## config.mk

```make
export PLATFORM = sky130hd
export DESIGN_NAME = adc_capture_path
export DESIGN_NICKNAME = d
export VERILOG_FILES = /design/src/rtl/adc_capture_pkg.sv /design/src/rtl/adc_capture_path_tick_gen.sv /design/src/rtl/adc_capture_path.sv
export SDC_FILE = /design/constraint.sdc
export NUM_CORES = 1
export LEC_CHECK = 0
export BUFFER_PORTS_ARGS = -buffer_cell sky130_fd_sc_hd__clkbuf_2
export CORE_MARGIN = 3
export CORE_UTILIZATION = 25
export CTS_BUF_LIST = sky130_fd_sc_hd__clkbuf_8
export DETAILED_ROUTE_END_ITERATION = 16
export PLACE_DENSITY = 0.52
export SKIP_LAST_GASP = 1
export SYNTH_ARGS = -nofsm -noshare
export SYNTH_HDL_FRONTEND = slang
export SYNTH_SLANG_ARGS = --single-unit
```

## constraint.sdc

```tcl
create_clock -name clk -period 5.05 [get_ports clk]
set_input_delay 0.505 -clock clk [delete_from_list [all_inputs] [get_ports clk]]
set_output_delay 0.505 -clock clk [all_outputs]
set_load 0.02 [all_outputs]
```

## src/rtl/adc_capture_pkg.sv

```systemverilog
// Shared widths and default divider constants for the ADC capture path and timebase.
package adc_capture_pkg;

    localparam int ADC_W        = 8;
    localparam int TIME_W       = 32;
    localparam int AVG_LOG2     = 4;
    localparam int ACC_W        = ADC_W + AVG_LOG2;
    localparam int MS_PER_10MS  = 10;

    localparam int ADC_HALF_DEF = 25;
    localparam int US10_DIV_DEF = 500;
    localparam int MS_DIV_DEF   = 50000;
    localparam int DISP_MS_DEF  = 100;

    // Counter width able to hold 0..n-1, never narrower than one bit.
    function automatic int cnt_width(input int n);
        return (n > 1) ? $clog2(n) : 1;
    endfunction

endpackage

```

## src/rtl/adc_capture_path_tick_gen.sv

```systemverilog
// Free-running 0..N-1 counter; pulse is high for the single cycle the counter sits at N-1.
module tick_gen
    import adc_capture_pkg::*;
#(
    parameter int N = 2
) (
    input  logic clk,
    input  logic rst_n,
    output logic pulse
);

    localparam int            W    = cnt_width(N);
    localparam logic [W-1:0]  LAST = W'(N - 1);

    logic [W-1:0] cnt_q;
    logic [W-1:0] cnt_d;

    always_comb begin
        cnt_d = cnt_q + W'(1);
        if (cnt_q == LAST) begin
            cnt_d = '0;
        end
    end

    always_ff @(posedge clk or negedge rst_n) begin
        if (!rst_n) begin
            cnt_q <= '0;
        end else begin
            cnt_q <= cnt_d;
        end
    end

    assign pulse = (cnt_q == LAST);

endmodule

```

## src/rtl/adc_capture_path.sv

```systemverilog
// Timebase (10 us / 1 ms ticks, uptime counters) plus ADC clock generation, capture, DAC loopback
// and display latch. Define ADC_AVG_EN to display a 16-sample average instead of the raw sample.
module adc_capture_path
    import adc_capture_pkg::*;
#(
    parameter int ADC_HALF = ADC_HALF_DEF,
    parameter int US10_DIV = US10_DIV_DEF,
    parameter int MS_DIV   = MS_DIV_DEF,
    parameter int DISP_MS  = DISP_MS_DEF
) (
    input  logic              clk,
    input  logic              rst_n,
    input  logic [ADC_W-1:0]  adc_data,
    output logic              adc_clk,
    output logic [ADC_W-1:0]  adc_value,
    output logic              sample_valid,
    output logic [ADC_W-1:0]  dac_value,
    output logic [ADC_W-1:0]  disp_value,
    output logic              tick_10us,
    output logic              tick_1ms,
    output logic [TIME_W-1:0] time_ms,
    output logic [TIME_W-1:0] time_10ms
);

    localparam int               DEC_W     = cnt_width(MS_PER_10MS);
    localparam logic [DEC_W-1:0] DEC_LAST  = DEC_W'(MS_PER_10MS - 1);
    localparam int               DISP_W    = cnt_width(DISP_MS);
    localparam logic [DISP_W-1:0] DISP_LAST = DISP_W'(DISP_MS - 1);

    logic half_tick;
    logic capture;
    logic disp_latch;
    logic [ADC_W-1:0] disp_src;

    tick_gen #(.N(US10_DIV)) u_tick_10us (.clk(clk), .rst_n(rst_n), .pulse(tick_10us));
    tick_gen #(.N(MS_DIV))   u_tick_1ms  (.clk(clk), .rst_n(rst_n), .pulse(tick_1ms));
    tick_gen #(.N(ADC_HALF)) u_adc_half  (.clk(clk), .rst_n(rst_n), .pulse(half_tick));

    logic              adc_clk_q,      adc_clk_d;
    logic [ADC_W-1:0]  adc_value_q,    adc_value_d;
    logic              sample_valid_q, sample_valid_d;
    logic [ADC_W-1:0]  dac_value_q,    dac_value_d;
    logic [ADC_W-1:0]  disp_value_q,   disp_value_d;
    logic [TIME_W-1:0] time_ms_q,      time_ms_d;
    logic [TIME_W-1:0] time_10ms_q,    time_10ms_d;
    logic [DEC_W-1:0]  decade_q,       decade_d;
    logic [DISP_W-1:0] disp_cnt_q,     disp_cnt_d;

    // The bus is source-synchronous to adc_clk: sample on the edge that drives it low.
    assign capture    = half_tick && adc_clk_q;
    assign disp_latch = tick_1ms && (disp_cnt_q == DISP_LAST);

    always_comb begin
        adc_clk_d      = adc_clk_q ^ half_tick;
        adc_value_d    = adc_value_q;
        sample_valid_d = capture;
        dac_value_d    = dac_value_q;
        disp_value_d   = disp_value_q;
        time_ms_d      = time_ms_q;
        time_10ms_d    = time_10ms_q;
        decade_d       = decade_q;
        disp_cnt_d     = disp_cnt_q;

        if (capture) begin
            adc_value_d = adc_data;
        end
        if (sample_valid_q) begin
            dac_value_d = adc_value_q;
        end

        if (tick_1ms) begin
            time_ms_d = time_ms_q + TIME_W'(1);
            if (decade_q == DEC_LAST) begin
                decade_d    = '0;
                time_10ms_d = time_10ms_q + TIME_W'(1);
            end else begin
                decade_d = decade_q + DEC_W'(1);
            end
            if (disp_cnt_q == DISP_LAST) begin
                disp_cnt_d = '0;
            end else begin
                disp_cnt_d = disp_cnt_q + DISP_W'(1);
            end
        end

        // disp_src is the registered value, so a same-cycle capture is not seen by the latch.
        if (disp_latch) begin
            disp_value_d = disp_src;
        end
    end

    always_ff @(posedge clk or negedge rst_n) begin
        if (!rst_n) begin
            adc_clk_q      <= 1'b0;
            adc_value_q    <= '0;
            sample_valid_q <= 1'b0;
            dac_value_q    <= '0;
            disp_value_q   <= '0;
            time_ms_q      <= '0;
            time_10ms_q    <= '0;
            decade_q       <= '0;
            disp_cnt_q     <= '0;
        end else begin
            adc_clk_q      <= adc_clk_d;
            adc_value_q    <= adc_value_d;
            sample_valid_q <= sample_valid_d;
            dac_value_q    <= dac_value_d;
            disp_value_q   <= disp_value_d;
            time_ms_q      <= time_ms_d;
            time_10ms_q    <= time_10ms_d;
            decade_q       <= decade_d;
            disp_cnt_q     <= disp_cnt_d;
        end
    end

`ifdef ADC_AVG_EN
    logic [ACC_W-1:0]    acc_q,     acc_d;
    logic [ACC_W-1:0]    acc_sum;
    logic [AVG_LOG2-1:0] avg_cnt_q, avg_cnt_d;
    logic [ADC_W-1:0]    avg_q,     avg_d;

    // 16 x 255 fits in ACC_W bits, so the running sum can never overflow.
    assign acc_sum = acc_q + {{AVG_LOG2{1'b0}}, adc_data};

    always_comb begin
        acc_d     = acc_q;
        avg_cnt_d = avg_cnt_q;
        avg_d     = avg_q;
        if (capture) begin
            if (avg_cnt_q == '1) begin
                avg_d     = acc_sum[ACC_W-1:AVG_LOG2];
                acc_d     = '0;
                avg_cnt_d = '0;
            end else begin
                acc_d     = acc_sum;
                avg_cnt_d = avg_cnt_q + AVG_LOG2'(1);
            end
        end
    end

    always_ff @(posedge clk or negedge rst_n) begin
        if (!rst_n) begin
            acc_q     <= '0;
            avg_cnt_q <= '0;
            avg_q     <= '0;
        end else begin
            acc_q     <= acc_d;
            avg_cnt_q <= avg_cnt_d;
            avg_q     <= avg_d;
        end
    end

    assign disp_src = avg_q;
`else
    assign disp_src = adc_value_q;
`endif

    assign adc_clk      = adc_clk_q;
    assign adc_value    = adc_value_q;
    assign sample_valid = sample_valid_q;
    assign dac_value    = dac_value_q;
    assign disp_value   = disp_value_q;
    assign time_ms      = time_ms_q;
    assign time_10ms    = time_10ms_q;

endmodule

```

# After elaboration in Yosys (flattened, before gate mapping)
# Cells that the tools add are included.
[word_totals]
out_inout_bits = 92
elab_cells = 33
inputBits = 10
ff_bits = 131
[op_classes]
n_eq_ne = 5
reduce_logical = 3
n_addsub = 7
muxes = 5
bitwise_logic = 1
[ops]
columns = ["cell", "n"]
rows = [
  ["adder 32 x 1 -> 32 bit (second input constant)", 2],
  ["adder 16 x 1 -> 16 bit (second input constant)", 1],
  ["== test 16 bit (second input constant)", 1],
  ["two-way mux 16 bit", 1],
  ["adder 9 x 1 -> 9 bit (second input constant)", 1],
  ["== test 9 bit (second input constant)", 1],
  ["two-way mux 9 bit", 1],
  ["adder 7 x 1 -> 7 bit (second input constant)", 1],
  ["== test 7 bit (second input constant)", 1],
  ["two-way mux 7 bit", 1],
  ["adder 5 x 1 -> 5 bit (second input constant)", 1],
  ["== test 5 bit (second input constant)", 1],
  ["two-way mux 5 bit", 1],
  ["adder 4 x 1 -> 4 bit (second input constant)", 1],
  ["== test 4 bit (second input constant)", 1],
  ["two-way mux 4 bit", 1],
  ["logical AND 1 bit", 2],
  ["AND reduction 2 bit", 1],
  ["XOR 1 bit", 1],
]

# Longest topological paths before layout
[logic_depth]
word_depth = 2
ltp_mapped = 8
mapped_depth_nobuf = 5

# By module
# A second synthesis with hierarchy kept.
[unflattened]
cells_unflattened = 513
hier_area_um2 = 5866.9
[by_module_without_submodules]
columns = ["module", "area_per_inst_um2", "cells_per_inst", "instances", "seq_area_each_um2"]
rows = [
  ["adc_capture_path", 4365.4, 373, 1, 2527.4],
  ["tick_gen at u_tick_1ms", 762.0, 67, 1, 400.4],
  ["tick_gen at u_tick_10us", 473.0, 49, 1, 225.2],
  ["tick_gen at u_adc_half", 266.5, 24, 1, 125.1],
]

# Worst setup path before layout
# Ideal clock, no wire load.
[synth_timing]
kind = "reg-to-output"
from = "register u_tick_10us.cnt_q[0]"
to = "output tick_10us"
slack_ns = 2.917
arrival_time_ns = 1.628
path_stages_with_launch = 4
t_required_ns = 4.545
path_cell_list = "dfrtp_1 -> ha_1 -> nand2_1 -> nor4_1"
[synth_via]
elab_chain_cells = 1
[synth_rtl]
columns = ["element", "line", "text"]
rows = [
  ["start, declared", "adc_capture_path_tick_gen.sv:15", "logic [W-1:0] cnt_q;"],
  ["start signal, assigned", "adc_capture_path_tick_gen.sv:29", "cnt_q <= cnt_d;"],
  ["== test 9 bit", "adc_capture_path_tick_gen.sv:33", "assign pulse = (cnt_q == LAST);"],
  ["end, declared", "adc_capture_path.sv:19", "output logic tick_10us,"],
]
# Every way passes these cells.

# Worst setup path in the final report
# Same ends and word-level chain as after synthesis.

==> run_results.csv <==
group,metric,value,unit
status,outcome,"finished clean",
yosys,synthTopCellsByArea,"dfrtp_1 53%, xor2_1 7.1%, mux2_2 4.8%",
yosys,ys_top_cells_by_count,"131 x dfrtp_1, 50 x xor2_1, 39 x nand3_1, 33 x xnor2_1, 31 x nand2_1",
setup_path,cpPeakStageDelay,0.72,ns
route,avgRoutedWirePerCell,14.6,microns
global_route,grt_start_max_net_pins,87,
yosys,synth_top_cell_by_area,"dfrtp_1",
sta,rsz0062_at_grt,"no",
sta,slew_headroom,0.415,
route,antenna_left,0,
setup_path,r2r_cells,5,
global_route,grt_pass1_wl,23300,microns
placement,port_buffers,101,
clock_network,cts_setup_buffers,0,
clock_network,numClockSinks,131,
clock_network,path_clk_slew,0.08,ns
yosys,synth_most_common_cell,"dfrtp_1",
route,drt_iter0_drc,220,
sta,fin_crit,2.65,ns
setup_path,cp_cell_sequence,"ha_1, nand2_1, nor4_1, clkbuf_2",
sta,holdWs,0.122,ns
setup_path,path_buf_inv,1,
clock_network,cts_buffers,17,
cells_and_area,final_net_count,655,
sta,setup_tns,0,ns
cells_and_area,syn_to_final_growth,19.8,%
sta,fin_crit_sh,0.525,
yosys,synth_cell_types,47,
placement,pre_cts_ws,2.45,ns
cells_and_area,n_antenna_cell,0,
min_path,hold_path.class,"in2async",
power_and_ir_drop,leakagePower,3.58,nW
yosys,synth_area,6160,sq um
global_route,grtUsageTotal,0.110,
route,via_per_inst,4.55,
placement,dp_hpwl,9710,microns
global_route,antenna_found_initial,0,
clock_network,clk_latency,0.44,ns
power_and_ir_drop,seq_power_share,0.530,
sta,fin_ws,2.40,ns
setup_path,arrival,2.14,ns
cells_and_area,fillers,2464,
floorplan,ios,102,
sta,fin_worst_skew,0.0159,ns
setup_path,cp_top_family,"simple AND/OR/NAND/NOR gates",
sta,setup_violations,0,
setup_path,critPathLaunchType,"register",
power_and_ir_drop,p_int,1.55,mW
power_and_ir_drop,p_sw_frac,0.219,
job,maxCapViolCount,0,
power_and_ir_drop,ir_drop,0.118,mV
yosys,synthCells,536,
setup_path,timing.rr.end,"disp_value[6]",
yosys,synth_nets,554,
floorplan,start_util,0.258,
yosys,ys_ff_latch,131,
clock_network,cts-hold-fix-buffers,0,
floorplan,die_w,163,microns
clock_network,post_cts_resized,0,
setup_path,crit_slowest_cell,"nor4_1",
cells_and_area,finalInstanceArea,7380,sq um
route,vias,4410,
power_and_ir_drop,p_switching,0.434,mW
cells_and_area,drive_gt1_frac,0.285,
setup_path,reg2reg_slack,2.46,ns
yosys,yosys_warnings,0,
global_route,grt_pass1_vias,4289,
setup_path,crit_required,4.55,ns
clock_network,root_buffer,"clkbuf_8",
yosys,yosys.area.top_type_share,0.532,
yosys,postSynthAreaPerCell,11.5,sq um
setup_path,end_kind,"output port",
yosys,synth_edf_count,0,
sta,drv_slew,0,
clock_network,cts_tree,"yes",
yosys,yosys_most_used_dff,"dfrtp_1",
setup_path,crit_fanout,6,
clock_network,htreeDepth,4,
route,drt_wl_total,14200,microns
route,drc,0,
sta,hold_violations,0,
sta,max_freq,377,MHz
power_and_ir_drop,combPwrFrac,0.014,
floorplan,coreArea,23800,sq um
power_and_ir_drop,power_density,268,nW/um^2
setup_path,regToRegStartpoint,"u_tick_1ms.cnt_q[0]",
yosys,seq_area_frac_synth,0.532,
placement,gp_congestion,0.749,
route,firstDrtPassIters,5,
sta,worst_pin_slew,0.869,ns
floorplan,row_count,56,
clock_network,cts.path.max_buffers,2,
power_and_ir_drop,pwr-share-clk,0.456,
floorplan,die_area,26500,sq um
floorplan,fp.dieH,163,microns
placement,postPlaceCellArea,6980,sq um
yosys,synthArstFlopShare,1.00,
setup_path,critPathKind,"reg2out",
global_route,grt_overflow,0,
## cells in the final DEF, fill, tap and decap left out, types with 3 or more instances in the layout
| cell | synthesis | final |
|---|---|---|
| dfrtp_1 | 131 | 131 |
| clkbuf_2 | 1 | 100 |
| xor2_1 | 50 | 50 |
| nand3_1 | 39 | 39 |
| xnor2_1 | 33 | 33 |
| nand2_1 | 31 | 31 |
| nor4_1 | 26 | 26 |
| mux2_2 | 26 | 26 |
| inv_1 | 17 | 21 |
| nor2_1 | 19 | 19 |
| nand4_1 | 19 | 19 |
| and3_1 | 18 | 18 |
| clkbuf_8 | 0 | 18 |
| nor3_1 | 15 | 15 |
| nor4_2 | 14 | 14 |
| o21ai_0 | 12 | 12 |
| and4_1 | 9 | 9 |
| ha_1 | 8 | 8 |
| and2_1 | 5 | 5 |
| nand2b_1 | 5 | 5 |
| clkinv_2 | 0 | 5 |
| and4bb_2 | 4 | 4 |
| or3_1 | 3 | 3 |
| o31ai_1 | 3 | 3 |
| bufinv_16 | 0 | 3 |
## state kept, by name (all words and copies together) (netlist names)
register	cells
time_10ms	32
u_tick_10us.cnt_q	9
time_ms	32
adc_clk	1
disp_cnt_q	7
adc_value	8
disp_value	8
u_tick_1ms.cnt_q	16
sample_valid	1
decade_q	4
dac_value	8
u_adc_half.cnt_q	5
## power by group through the flow
stage          clock, mW  sequential, mW  combinational (mW)
6_report           0.904            1.05              0.0273
3_3_place_gp           0            1.07              0.0301
4_1_cts            0.943            1.05              0.0302
2_1_floorplan          0            1.07             0.00279
3_5_place_dp           0            1.07              0.0299
5_1_grt            0.997            1.05              0.0326
## cell type report
cell class,count,area (sq um),area share
clock buffer,18,248,0.0336
clock inverter,14,146,0.0198
inverter,17,63.8,0.00865
multi-input combinational,367,2720,0.368
sequential,131,3280,0.444
tap,319,399,0.0541
timing repair buffer,103,527,0.0714
## kinds of logic after synthesis
logic type / synth area share
XOR/XNOR: 0.118
AO/OA/AOI/OAI: 0.0244
adder cells (fa/ha/maj): 0.0163
AND/OR/NAND/NOR: 0.232
flip-flops: 0.532
buffers and inverters: 0.0264
multiplexers: 0.0508
## how the worst max path moves through the flow
| stage | slack (ns) | endpoint | cells after the start | from |
|---|---|---|---|---|
| after floorplan | 2.92 | tick_10us | 3 | u_tick_10us.cnt_q[0] |
| after global placement | 2.49 | disp_value[7] | 5 | u_tick_1ms.cnt_q[0] |
| after detailed placement | 2.45 | disp_value[3] | 5 | u_tick_1ms.cnt_q[0] |
| after CTS | 2.28 | tick_10us | 4 | u_tick_10us.cnt_q[0] |
| after global routing | 2.19 | tick_10us | 4 | u_tick_10us.cnt_q[0] |
| final | 2.40 | tick_10us | 4 | u_tick_10us.cnt_q[0] |
## per-layer routing
| metal | track usage | up-vias | routed length (microns) |
|---|---|---|---|
| met1 | 0.149 | 2199 | 6850 |
| met3 | 0.0326 | 12 | 573 |
| li1 | - | 2116 | - |
| met2 | 0.170 | 83 | 6600 |
| met5 | 0 | - | 0 |
| met4 | 0.0331 | 0 | 155 |
## per-stage QoR
stage	total power, mW	util	instances
after floorplan	1.07	-	536
after global placement	1.10	0.293	937
after detailed placement	1.10	0.293	937
after CTS	2.02	0.310	969
after global routing	2.08	0.310	969
final	1.98	0.310	969
Note: power is estimated with default switching activity, not from simulation.
